File: src/rtl/car_sequencer_pkg.sv
// -----------------------------------------------------------------------------
// car_sequencer_pkg
//   Shared constants for the MSP430 microsequencer:
//   - CAR_* control-address encodings (60 states, 6 bits)
//   - register indices PC/SP/SR/CG
//   - instruction-word field constants (format-2 prefix, jump prefix, F2 ops)
//   - helpers: source-mode mapping, last-state and interrupt-state tests
//
//   Each chain is numbered consecutively, so "advance to index+1" is simply
//   CAR+1 in the sequencer. The last state of every chain is listed
//   explicitly in car_is_last().
// -----------------------------------------------------------------------------
package car_sequencer_pkg;

  localparam int CAR_W   = 6;
  localparam int CAR_NUM = 60;

  typedef logic [CAR_W-1:0] car_t;

  // Fetch / decode
  localparam car_t CAR_0         = 6'd0;
  // Format 1: <src mode>_<dst mode>
  localparam car_t CAR_REG_REG   = 6'd1;
  localparam car_t CAR_REG_IDX0  = 6'd2;
  localparam car_t CAR_REG_IDX1  = 6'd3;
  localparam car_t CAR_REG_IDX2  = 6'd4;
  localparam car_t CAR_REG_IDX3  = 6'd5;
  localparam car_t CAR_IND_REG0  = 6'd6;
  localparam car_t CAR_IND_REG1  = 6'd7;
  localparam car_t CAR_IND_IDX0  = 6'd8;
  localparam car_t CAR_IND_IDX1  = 6'd9;
  localparam car_t CAR_IND_IDX2  = 6'd10;
  localparam car_t CAR_IND_IDX3  = 6'd11;
  localparam car_t CAR_IND_IDX4  = 6'd12;
  localparam car_t CAR_IDX_REG0  = 6'd13;
  localparam car_t CAR_IDX_REG1  = 6'd14;
  localparam car_t CAR_IDX_REG2  = 6'd15;
  localparam car_t CAR_IDX_IDX0  = 6'd16;
  localparam car_t CAR_IDX_IDX1  = 6'd17;
  localparam car_t CAR_IDX_IDX2  = 6'd18;
  localparam car_t CAR_IDX_IDX3  = 6'd19;
  localparam car_t CAR_IDX_IDX4  = 6'd20;
  localparam car_t CAR_IDX_IDX5  = 6'd21;
  // Format 2 single-operand ALU ops (RRC/SWPB/RRA/SXT)
  localparam car_t CAR_1OP_REG   = 6'd22;
  localparam car_t CAR_1OP_IND0  = 6'd23;
  localparam car_t CAR_1OP_IND1  = 6'd24;
  localparam car_t CAR_1OP_IND2  = 6'd25;
  localparam car_t CAR_1OP_IDX0  = 6'd26;
  localparam car_t CAR_1OP_IDX1  = 6'd27;
  localparam car_t CAR_1OP_IDX2  = 6'd28;
  localparam car_t CAR_1OP_IDX3  = 6'd29;
  // PUSH
  localparam car_t CAR_PUSH_REG0 = 6'd30;
  localparam car_t CAR_PUSH_REG1 = 6'd31;
  localparam car_t CAR_PUSH_REG2 = 6'd32;
  localparam car_t CAR_PUSH_IND0 = 6'd33;
  localparam car_t CAR_PUSH_IND1 = 6'd34;
  localparam car_t CAR_PUSH_IND2 = 6'd35;
  localparam car_t CAR_PUSH_IDX0 = 6'd36;
  localparam car_t CAR_PUSH_IDX1 = 6'd37;
  localparam car_t CAR_PUSH_IDX2 = 6'd38;
  localparam car_t CAR_PUSH_IDX3 = 6'd39;
  // CALL
  localparam car_t CAR_CALL_REG0 = 6'd40;
  localparam car_t CAR_CALL_REG1 = 6'd41;
  localparam car_t CAR_CALL_REG2 = 6'd42;
  localparam car_t CAR_CALL_IND0 = 6'd43;
  localparam car_t CAR_CALL_IND1 = 6'd44;
  localparam car_t CAR_CALL_IND2 = 6'd45;
  localparam car_t CAR_CALL_IDX0 = 6'd46;
  localparam car_t CAR_CALL_IDX1 = 6'd47;
  localparam car_t CAR_CALL_IDX2 = 6'd48;
  localparam car_t CAR_CALL_IDX3 = 6'd49;
  // RETI
  localparam car_t CAR_RETI0     = 6'd50;
  localparam car_t CAR_RETI1     = 6'd51;
  localparam car_t CAR_RETI2     = 6'd52;
  localparam car_t CAR_RETI3     = 6'd53;
  // Jumps
  localparam car_t CAR_JMP0      = 6'd54;
  // Interrupt entry
  localparam car_t CAR_INT0      = 6'd55;
  localparam car_t CAR_INT1      = 6'd56;
  localparam car_t CAR_INT2      = 6'd57;
  localparam car_t CAR_INT3      = 6'd58;
  localparam car_t CAR_INT4      = 6'd59;

  // Register indices
  localparam logic [3:0] REG_PC = 4'd0;
  localparam logic [3:0] REG_SP = 4'd1;
  localparam logic [3:0] REG_SR = 4'd2;
  localparam logic [3:0] REG_CG = 4'd3;

  // Opcode field constants
  localparam logic [5:0] FMT2_PREFIX = 6'b000100;
  localparam logic [2:0] JMP_PREFIX  = 3'b001;
  localparam logic [2:0] F2_RRC      = 3'b000;
  localparam logic [2:0] F2_SWPB     = 3'b001;
  localparam logic [2:0] F2_RRA      = 3'b010;
  localparam logic [2:0] F2_SXT      = 3'b011;
  localparam logic [2:0] F2_PUSH     = 3'b100;
  localparam logic [2:0] F2_CALL     = 3'b101;
  localparam logic [2:0] F2_RETI     = 3'b110;
  localparam logic [2:0] F2_NOP      = 3'b111;

  typedef enum logic [1:0] {
    SRC_REG = 2'd0,
    SRC_IDX = 2'd1,
    SRC_IND = 2'd2
  } src_mode_e;

  // Source addressing mode after constant-generator folding: R3 never
  // touches memory, and R2 only does for As=01 (&abs behaves as indexed).
  function automatic src_mode_e car_src_mode(input logic [3:0] rs,
                                             input logic [1:0] as);
    src_mode_e m;
    unique case (as)
      2'b00:   m = SRC_REG;
      2'b01:   m = (rs == REG_CG) ? SRC_REG : SRC_IDX;
      default: m = (rs == REG_CG || rs == REG_SR) ? SRC_REG : SRC_IND;
    endcase
    return m;
  endfunction

  // Last state of an instruction (successor is CAR_0 or CAR_INT0).
  function automatic logic car_is_last(input car_t c);
    logic r;
    case (c)
      CAR_REG_REG,   CAR_REG_IDX3,  CAR_IND_REG1,  CAR_IND_IDX4,
      CAR_IDX_REG2,  CAR_IDX_IDX5,  CAR_1OP_REG,   CAR_1OP_IND2,
      CAR_1OP_IDX3,  CAR_PUSH_REG2, CAR_PUSH_IND2, CAR_PUSH_IDX3,
      CAR_CALL_REG2, CAR_CALL_IND2, CAR_CALL_IDX3, CAR_RETI3,
      CAR_JMP0:      r = 1'b1;
      default:       r = 1'b0;
    endcase
    return r;
  endfunction

  function automatic logic car_is_int(input car_t c);
    return (c >= CAR_INT0) && (c <= CAR_INT4);
  endfunction

endpackage

File: src/rtl/car_sequencer_decode.sv
// -----------------------------------------------------------------------------
// car_decode
//   Combinational decode of the fetched instruction word into the entry CAR
//   of its microcode chain. Unrecognised words (including format-2 op 111)
//   decode to CAR_0, i.e. they are skipped without a trap.
//
//   fetch_word_i  in  16  instruction word presented during CAR_0
//   entry_o       out  6  first CAR of the instruction's chain
// -----------------------------------------------------------------------------
module car_decode
  import car_sequencer_pkg::*;
(
  input  logic [15:0] fetch_word_i,
  output car_t        entry_o
);

  logic [3:0] f1_src;
  logic [3:0] f2_reg;
  logic [1:0] as_f;
  logic       ad_f;
  logic [2:0] f2_op;
  src_mode_e  f1_mode;
  src_mode_e  f2_mode;
  logic       unused_bw;

  assign f1_src    = fetch_word_i[11:8];
  assign f2_reg    = fetch_word_i[3:0];
  assign as_f      = fetch_word_i[5:4];
  assign ad_f      = fetch_word_i[7];
  assign f2_op     = fetch_word_i[9:7];
  // Byte/word select only affects the datapath, not sequencing.
  assign unused_bw = fetch_word_i[6];

  assign f1_mode = car_src_mode(f1_src, as_f);
  assign f2_mode = car_src_mode(f2_reg, as_f);

  always_comb begin
    entry_o = CAR_0;
    if (fetch_word_i[15:13] == JMP_PREFIX) begin
      entry_o = CAR_JMP0;
    end else if (fetch_word_i[15:12] >= 4'h4) begin
      unique case (f1_mode)
        SRC_REG: entry_o = ad_f ? CAR_REG_IDX0 : CAR_REG_REG;
        SRC_IND: entry_o = ad_f ? CAR_IND_IDX0 : CAR_IND_REG0;
        SRC_IDX: entry_o = ad_f ? CAR_IDX_IDX0 : CAR_IDX_REG0;
        default: entry_o = CAR_0;
      endcase
    end else if (fetch_word_i[15:10] == FMT2_PREFIX) begin
      unique case (f2_op)
        F2_RRC, F2_SWPB, F2_RRA, F2_SXT: begin
          unique case (f2_mode)
            SRC_REG: entry_o = CAR_1OP_REG;
            SRC_IND: entry_o = CAR_1OP_IND0;
            SRC_IDX: entry_o = CAR_1OP_IDX0;
            default: entry_o = CAR_0;
          endcase
        end
        F2_PUSH: begin
          unique case (f2_mode)
            SRC_REG: entry_o = CAR_PUSH_REG0;
            SRC_IND: entry_o = CAR_PUSH_IND0;
            SRC_IDX: entry_o = CAR_PUSH_IDX0;
            default: entry_o = CAR_0;
          endcase
        end
        F2_CALL: begin
          unique case (f2_mode)
            SRC_REG: entry_o = CAR_CALL_REG0;
            SRC_IND: entry_o = CAR_CALL_IND0;
            SRC_IDX: entry_o = CAR_CALL_IDX0;
            default: entry_o = CAR_0;
          endcase
        end
        F2_RETI: entry_o = CAR_RETI0;   // addressing mode irrelevant
        F2_NOP:  entry_o = CAR_0;
        default: entry_o = CAR_0;
      endcase
    end
  end

endmodule

File: src/rtl/car_sequencer.sv
// -----------------------------------------------------------------------------
// car_sequencer
//   MSP430 microsequencer: owns the Control Address Register (CAR).
//   CAR_0 decodes FETCH_WORD into a chain entry; chain states step by one;
//   the last state of an instruction branches to CAR_INT0 when an interrupt
//   is pending, else back to CAR_0. MEM_WAIT freezes CAR in every state.
//
//   MCLK        in   1         clock, rising edge
//   RSTn        in   1         async active-low reset (CAR -> CAR_0)
//   FETCH_WORD  in   16        instruction word during CAR_0
//   MEM_WAIT    in   1         memory not ready, hold CAR
//   INTREQ      in   1         maskable interrupt pending
//   GIE         in   1         current SR.GIE
//   NMI         in   1         non-maskable interrupt pending
//   CAR         out  CAR_BITS  control address
//   IN_INT      out  1         CAR is in CAR_INT0..CAR_INT4
//   INSTR_END   out  1         CAR is the last state of an instruction
// -----------------------------------------------------------------------------
module car_sequencer
  import car_sequencer_pkg::*;
#(
  parameter int CAR_BITS = 6
) (
  input  logic                MCLK,
  input  logic                RSTn,
  input  logic [15:0]         FETCH_WORD,
  input  logic                MEM_WAIT,
  input  logic                INTREQ,
  input  logic                GIE,
  input  logic                NMI,
  output logic [CAR_BITS-1:0] CAR,
  output logic                IN_INT,
  output logic                INSTR_END
);

  logic [CAR_BITS-1:0] car_q;
  logic [CAR_BITS-1:0] car_d;
  car_t                cur;
  car_t                dec_entry;
  logic                enc_ok;
  logic                irq_take;

  car_decode u_decode (
    .fetch_word_i (FETCH_WORD),
    .entry_o      (dec_entry)
  );

  // Low CAR_W bits select the state; any set bit above them, or a value past
  // the last encoding, is treated as unencoded and recovers to CAR_0.
  assign cur    = car_t'(car_q);
  assign enc_ok = (car_q == CAR_BITS'(cur)) && (cur < car_t'(CAR_NUM));

  // GIE is taken live so RETI3 sees the SR it has just restored.
  assign irq_take = NMI | (INTREQ & GIE);

  always_comb begin
    car_d = car_q;
    if (!MEM_WAIT) begin
      if (!enc_ok)
        car_d = CAR_BITS'(CAR_0);
      else if (cur == CAR_0)
        car_d = CAR_BITS'(dec_entry);
      else if (cur == CAR_INT4)
        car_d = CAR_BITS'(CAR_0);
      else if (car_is_last(cur))
        car_d = irq_take ? CAR_BITS'(CAR_INT0) : CAR_BITS'(CAR_0);
      else
        car_d = CAR_BITS'(car_t'(cur + car_t'(1)));
    end
  end

  always_ff @(posedge MCLK or negedge RSTn) begin
    if (!RSTn) car_q <= CAR_BITS'(CAR_0);
    else       car_q <= car_d;
  end

  assign CAR       = car_q;
  assign IN_INT    = enc_ok && car_is_int(cur);
  assign INSTR_END = enc_ok && car_is_last(cur);

endmodule

File: config.mk
export PLATFORM = sky130hd
export DESIGN_NAME = car_sequencer
export DESIGN_NICKNAME = d
export VERILOG_FILES = /design/src/rtl/car_sequencer_pkg.sv /design/src/rtl/car_sequencer_decode.sv /design/src/rtl/car_sequencer.sv
export SDC_FILE = /design/constraint.sdc
export NUM_CORES = 1
export LEC_CHECK = 0
export ABC_AREA = 1
export CAP_MARGIN = 10
export CORE_UTILIZATION = 48
export DETAILED_ROUTE_END_ITERATION = 10
export PLACE_DENSITY = 0.81
export RECOVER_POWER = 100
export SLEW_MARGIN = 20
export SYNTH_ARGS = -nofsm -noshare
export SYNTH_HDL_FRONTEND = slang
export SYNTH_HIERARCHICAL = 1
export SYNTH_SLANG_ARGS = --single-unit
File: constraint.sdc
create_clock -name MCLK -period 2.3 [get_ports MCLK]
set_clock_uncertainty 0.1 [all_clocks]
set_input_delay 0.23 -clock MCLK [delete_from_list [all_inputs] [get_ports MCLK]]
set_output_delay 0.23 -clock MCLK [all_outputs]
set_load 0.1 [all_outputs]
==> metrics.md, run 1 <==
| Metric | Value |
|---|---|
| Status | `completed` |
| Area Growth Syn to Fin | `35.62%` |
| Vias in the first global route | `between 1000 and 1500` |
| DP Worst Slack | `between 0.3 and 0.4 ns` |
| # hold bufs at CTS | `0` |
| GR Layer Usage met1 | `28.98%` |
| Initial Util | `between 50% and 60%` |
| Antenna violation net count after detailed routing | `0` |
| Syn Nets | `207` |
| Sequential cell area fraction in the yosys report | `about 14%` |
| CTS H-tree lvls | `1` |
| Pin count of the biggest net entering global routing | `13` |
| Routing usage on met3 | `4.088%` |
| Antenna cells | `0` |
| Cts bufs inserted | `3` |
| Crit-path most repeated cell | `inv_1` |
| DRT iter0 DRCs | `43` |
| Post-layout util | `70.44%` |
| WL/cell | `11.52 µm` |
| Switching pwr | `1.342 mW` |
| First-pass GRT wire length | `4609 µm` |
| Period Utilization, post-route | `94.12%` |
| Layout cell share with drive strength beyond 1 | `20.75%` |
| Via density | `5.368` |
| Initial antenna violation count | `0` |
| Fmax | `0.4619 GHz` |
| Final hold vios | `0` |
| Hold Worst Slack | `0.1981 ns` |
| Max stage delay on crit path | `between 0.4 and 0.5 ns` |
| Placer congestion estimate | `0.9203` |
| Synth cell types | `26` |
| Slew @ Worst Pin | `0.4262 ns` |
| Crit end category | `output pin` |
| Met2 GRT Util | `42.49%` |
| Design area | `0.001410 mm²` |
| Final Routed Wirelength | `2753 µm` |
| Non-Filler Instances | `239` |
| Hold Path Class | `primary input to asynchronous set/reset pin` |
| Gr usage total | `23.96%` |
| Core Box Area | `0.002002 mm²` |
| Switching Share | `63.04%` |
| CP Class | `flip-flop to output pin` |
| Final WS setup | `0.1352 ns` |
| Drt drc | `0` |
| Cell Chain, Critical Path | `inv_1, ha_1, inv_1, nand2_1, nand3_2, a21oi_4, nand2_4, buf_12` |
| Postcts setup bufs | `0` |
| Num ports | `30` |
| Gr ovfl total | `0` |
| Share of power burned in registers | `15.3%` |
| Power density over the cells | `1509 mW/mm²` |
| Gate power share | `about 80%` |
| Clk buf depth | `2` |
| Final slew viol count | `0` |
| Slowest CP cell | `dfrtp_4` |
| TritonRoute pass-1 iters | `4` |
| Flops & latches, synth | `6` |
| Critical Path AT | `between 1.5 and 2 ns` |
| Number of standard cells after synthesis | `180` |
| Max-Slew Margin vs Limit | `71.45%` |
| Fin crit period | `~2.2 ns` |
| Area after DPL | `around 0.0014 mm²` |
| CTS tree | `yes` |
| Syn avg cell area | `5.776 µm²` |
| Total clock sinks | `6` |
| Commonest cells after routing, fill and taps aside | `nand2_1 (69), nand3_1 (25), inv_1 (20)` |
| RSZ-0062 raised after global routing | `no` |
| Worst Path Required | `about 2 ns` |
| Layout net count | `241` |
| CP Launch Type | `flip-flop` |
| Die width | `between 40 and 50 µm` |
| TNS Setup | `0 ns` |
| Most common cell after layout, fill and taps aside | `nand2_1` |
| Post-DP HPWL | `~2200 µm` |
| Synth warn | `6` |
| Pint | `~0.79 mW` |
| Clock network power share | `4.4%` |
| Worst vdd ir | `1.406 mV` |
| Top fanout value on the critical path | `6` |
| Post-Place Cells | `232` |
| Clock tree root buffer cell | `clkbuf_4` |
| Rows | `16` |
| Most used routing layer | `met2` |
| Final Total Pwr | `2.128 mW` |
| Skew-Pair Late Insertion Delay | `approximately 0.24 ns` |
| Cell Area, Synth | `0.001040 mm²` |
| Detailed-route via count | `1283` |
| Clk slew on worst S/H paths | `about 0.050 ns` |
| Die Area | `0.002356 mm²` |
| Total of max-cap violations | `0` |
| Post_cts resized | `0` |
| Largest register FFs | `6` |
| Die height | `48.54 µm` |
| Lkg Pwr | `0.7346 nW` |
| Port Buffer Count | `28` |
| Final setup viols | `0` |
==> cell type report <==
class | count | area (µm²)
multi-input cells | 146 | 782.0
fillers | 172 | 591.8
repair buffers | 32 | 315.3
flip-flops and latches | 6 | 162.7
inverters | 25 | 93.84
well taps | 27 | 33.78
clock buffers | 3 | 22.52
==> kinds of logic (layout without fill, tap and decap cells) <==
| family | count (synthesis) | in the layout | share of synthesized area, % |
|---|---|---|---|
| xor+xnor | 2 | 2 | 1.685 |
| simple gates | 127 | 127 | 58.36 |
| fa+ha+maj | 5 | 5 | 6.017 |
| flops | 6 | 6 | 14.44 |
| buf+inv | 28 | 60 | 10.71 |
| compound gates | 12 | 12 | 8.785 |
==> cells in the mapped netlist (all sizes together) <==
library cell  count  share of area, %
nor3              1              0.48
dfrtp             6                14
clkbuf            1              0.48
o21ai             3               1.4
nand3            28                15
inv              24               8.7
ha                5               6.0
xor2              2               1.7
buf               2               1.2
a31oi             1              0.60
nor3b             1              0.72
nand4             3               1.8
a21oi             8               6.7
nor2             16               8.7
clkinv            1              0.36
nand2            76                30
nand3b            2               1.4
==> worst max-delay path, delay by kind of cell, from the launching register on <==
kind                     cells  cell delay [ns]
buffers and inverters        3             0.31
AND/OR/NAND/NOR              3             0.26
AO/OA/AOI/OAI                1             0.25
flip-flops                   1             0.45
adder cells (fa/ha/maj)      1             0.32
==> routing by layer <==
metal  vias to the layer above  part of all wire (%)  wire [µm]
li1                        635                     -          -
met1                       585                    42       1165
met2                        55                    51       1398
met3                         8                   5.8        160
met4                         0                   1.0         28
met5                         -                     0          0
==> path summary, 6_finish.rpt <==
| path | from | end | slack, ns | cells past startpoint |
|---|---|---|---|---|
| max in group asynchronous | RSTn | CAR[0] | 1.65 | 1 |
| min in group MCLK | CAR[3] | CAR[3] | 0.50 | 2 |
| worst max-delay path | CAR[1] | INSTR_END | 0.14 | 8 |
| worst max register to register | CAR[1] | CAR[0] | 0.25 | 12 |
| worst min register to register | CAR[3] | CAR[3] | 0.50 | 2 |
| worst min-delay path | RSTn | CAR[1] | 0.20 | 1 |
==> power groups by stage <==
stage                     clock (mW)  combinational (mW)  sequential (mW)
after floorplan                    0               0.952            0.626
after global placement             0                1.63            0.322
after detailed placement           0                1.65            0.332
after CTS                     0.0978                1.65            0.330
after global routing           0.103                1.85            0.336
final                         0.0936                1.71            0.325
(Power assumes the default switching activity.)
==> run 2, diff against run 1 <==
--- a/config.mk
+++ b/config.mk
@@ -9,6 +9,8 @@
 export CAP_MARGIN = 10
 export CORE_UTILIZATION = 48
 export DETAILED_ROUTE_END_ITERATION = 10
+export GPL_ROUTABILITY_DRIVEN = 0
+export HOLD_SLACK_MARGIN = 0.12
 export PLACE_DENSITY = 0.81
 export RECOVER_POWER = 100
 export SLEW_MARGIN = 20
==> run 2 against run 1 <==
Compared with the run above:
- hold slack worse by 0.0069 ns
- maximum frequency fell by 2.7%
- routed wire length is 2.2% higher
- first-iteration DRC count increased by 51%
- sequential power rose by 2%
- via count decreased by 1.6%
- combinational power is essentially flat
- largest power group unchanged
- cell count is the same
- critical path depth stayed put
- critical path type unchanged
- die area stayed put
==> metrics.md, run 2 (synthesis results as in run 1) <==
| Metric | Value |
|---|---|
| Status | `completed` |
| Final Routed Wirelength | `2813 µm (+2.2%)` |
| Fin crit period | `2.224 ns (+0.05940 ns)` |
| Num ports | `30 (unchanged)` |
| Initial Util | `51.94% (unchanged)` |
| Largest register FFs | `6 (unchanged)` |
| Worst flop-to-flop path endpoint | `CAR[0]` |
| CTS tree | `yes` |
| Skew-Pair Late Insertion Delay | `0.25 ns (about the same)` |
| Period Utilization, post-route | `96.71% (+2.6 points)` |
| Fmax | `0.4496 GHz (-2.7%)` |
| Layout net count | `241 (unchanged)` |
| Final slew viol count | `0 (unchanged)` |
| Clk buf depth | `2 (unchanged)` |
| Pint | `0.7866 mW (about the same)` |
| Cell Chain, Critical Path | `inv_1, ha_1, nor2_1, nor2_1, o21ai_1, nand2_2, nand2_4, buf_12` |
| Clock tree root buffer cell | `clkbuf_4` |
| Switching Share | `63.45% (+0.42 points)` |
| First-pass GRT wire length | `4643 µm (+0.74%)` |
| Critical Path AT | `1.89 ns (+0.06 ns)` |
| Clock network power share | `4.4% (about the same)` |
| Top fanout value on the critical path | `6 (unchanged)` |
| Pin count of the biggest net entering global routing | `13 (unchanged)` |
| Total of max-cap violations | `0 (unchanged)` |
| Worst vdd ir | `1.350 mV (-4.0%)` |
| Gr usage total | `24.90% (+0.94 points)` |
| Worst R2R Path Depth | `12 (unchanged)` |
| Gate power share | `80.2% (-0.2 points)` |
| Rows | `16 (unchanged)` |
| Share of power burned in registers | `15.4% (about the same)` |
| Crit-path most repeated cell | `nor2_1` |
| Antenna violation net count after detailed routing | `0 (unchanged)` |
| CTS H-tree lvls | `1 (unchanged)` |
| Post-DP HPWL | `2268 µm (+4.3%)` |
| Commonest cells after routing, fill and taps aside | `nand2_1 (68), nand3_1 (25), inv_1 (20)` |
| Switching pwr | `1.366 mW (+1.8%)` |
| Via density | `5.280 (-1.6%)` |
| Die height | `48.54 µm (unchanged)` |
| Max-Slew Margin vs Limit | `23.07% (-48 points)` |
| Initial antenna violation count | `0 (unchanged)` |
| Final hold vios | `0 (unchanged)` |
| WL/cell | `11.77 µm (+2.2%)` |
| Gr ovfl total | `0 (unchanged)` |
| Lkg Pwr | `0.7345 nW (about the same)` |
| DRT iter0 DRCs | `65 (+51%)` |
| Total clock sinks | `6 (unchanged)` |
| Layout cell share with drive strength beyond 1 | `20.28% (-0.47 points)` |
| Antenna cells | `0 (unchanged)` |
| CP Launch Type | `flip-flop` |
| Worst Path Required | `1.97 ns (about the same)` |
| Power density over the cells | `1526 mW/mm² (+1.1%)` |
| Die width | `48.54 µm (unchanged)` |
| Largest delay share family, worst path | `flip-flops` |
| Slowest CP cell | `dfrtp_4` |
| Most common cell after layout, fill and taps aside | `nand2_1` |
| Area Growth Syn to Fin | `35.62% (unchanged)` |
| Hold Path Class | `primary input to asynchronous set/reset pin` |
| Slew @ Worst Pin | `1.159 ns (+0.7328 ns)` |
| Detailed-route via count | `1262 (-1.6%)` |
| Drt drc | `0 (unchanged)` |
| Crit end category | `output pin` |
| FF-to-FF Start | `CAR[0]` |
| Internal reg-to-reg setup slack | `0.26 ns (about the same)` |
| Cts bufs inserted | `3 (unchanged)` |
| Post-layout util | `70.44% (unchanged)` |
| # hold bufs at CTS | `0 (unchanged)` |
| Vias in the first global route | `1140 (-4.1%)` |
| CP bufs+invs | `2 (-1)` |
| Core Box Area | `0.002002 mm² (unchanged)` |
| Max stage delay on crit path | `0.51 ns (+0.06 ns)` |
| Number of fill cells | `185 (+7.6%)` |
| Port Buffer Count | `28 (unchanged)` |
| Clk slew on worst S/H paths | `0.04 ns (about the same)` |
| Hold Worst Slack | `0.1912 ns (-0.006923 ns)` |
| CP Class | `flip-flop to output pin` |
| TritonRoute pass-1 iters | `7 (+3)` |
| Final setup viols | `0 (unchanged)` |
| Die Area | `0.002356 mm² (unchanged)` |
-- run 2: power groups by stage --
stage | clock network [mW] | registers, mW | logic, mW
after global routing | 0.108 | 0.341 | 1.86
after global placement | 0 | 0.325 | 1.63
final | 0.0949 | 0.331 | 1.73
after detailed placement | 0 | 0.332 | 1.66
after floorplan | 0 | 0.626 | 0.952
after CTS | 0.0988 | 0.330 | 1.66
-- run 2: worst max path at each step --
| stage | from | to | slack [ns] | cells past startpoint |
|---|---|---|---|---|
| floorplan | CAR[0] | CAR[2] | 0.03 | 13 |
| global placement | CAR[0] | CAR[5] | 0.34 | 13 |
| detailed placement | CAR[0] | CAR[0] | 0.31 | 12 |
| CTS | CAR[0] | INSTR_END | 0.07 | 8 |
| global route | CAR[0] | INSTR_END | -0.05 | 8 |
| finish | CAR[1] | INSTR_END | 0.08 | 8 |
-- run 2: area by class of cell --
| type | count | area (µm²) | share of cell area (%) |
|---|---|---|---|
| well taps | 27 | 33.78 | 2.396 |
| multi-input cells | 146 | 789.5 | 55.99 |
| inverters | 25 | 93.84 | 6.655 |
| repair buffers | 32 | 307.8 | 21.83 |
| clock buffers | 3 | 22.52 | 1.597 |
| flip-flops and latches | 6 | 162.7 | 11.54 |
-- run 2: worst reg2reg max path, delay by kind of cell (launching register included) --
kind,cells,cell delay [ns]
fa+ha+maj,1,0.32
compound gates,1,0.21
buf+inv,3,0.30
simple gates,7,0.52
flops,1,0.47
-- run 2: metal layers --
metal  track usage (%)  vias up  wire, µm
met5                 0        -         0
met4             3.922        0        39
met3             5.660        8       149
met2             47.42       58      1458
met1             28.46      557      1166
li1                  -      639         -
-- run 2: through the flow --
stage | TNS (ns) | setup WS [ns] | std cells | instance area (µm²) | power (mW)
after floorplan | 0 | 0.03285 | 180 | 1064 | 1.577
after global placement | 0 | 0.3442 | 232 | 1365 | 1.953
after detailed placement | 0 | 0.3068 | 232 | 1365 | 1.989
after CTS | 0 | 0.07263 | 235 | 1388 | 2.091
after global routing | -0.04677 | -0.04677 | 239 | 1410 | 2.310
final | 0 | 0.07577 | 239 | 1410 | 2.152
-- run 2: what timing repair did --
| item | 4_1_cts | 5_1_grt |
|---|---|---|
| setup endpoints to repair | 0 | 1 |
| gates resized for setup | 0 | 0 |
| buffers inserted | 0 | 4 |
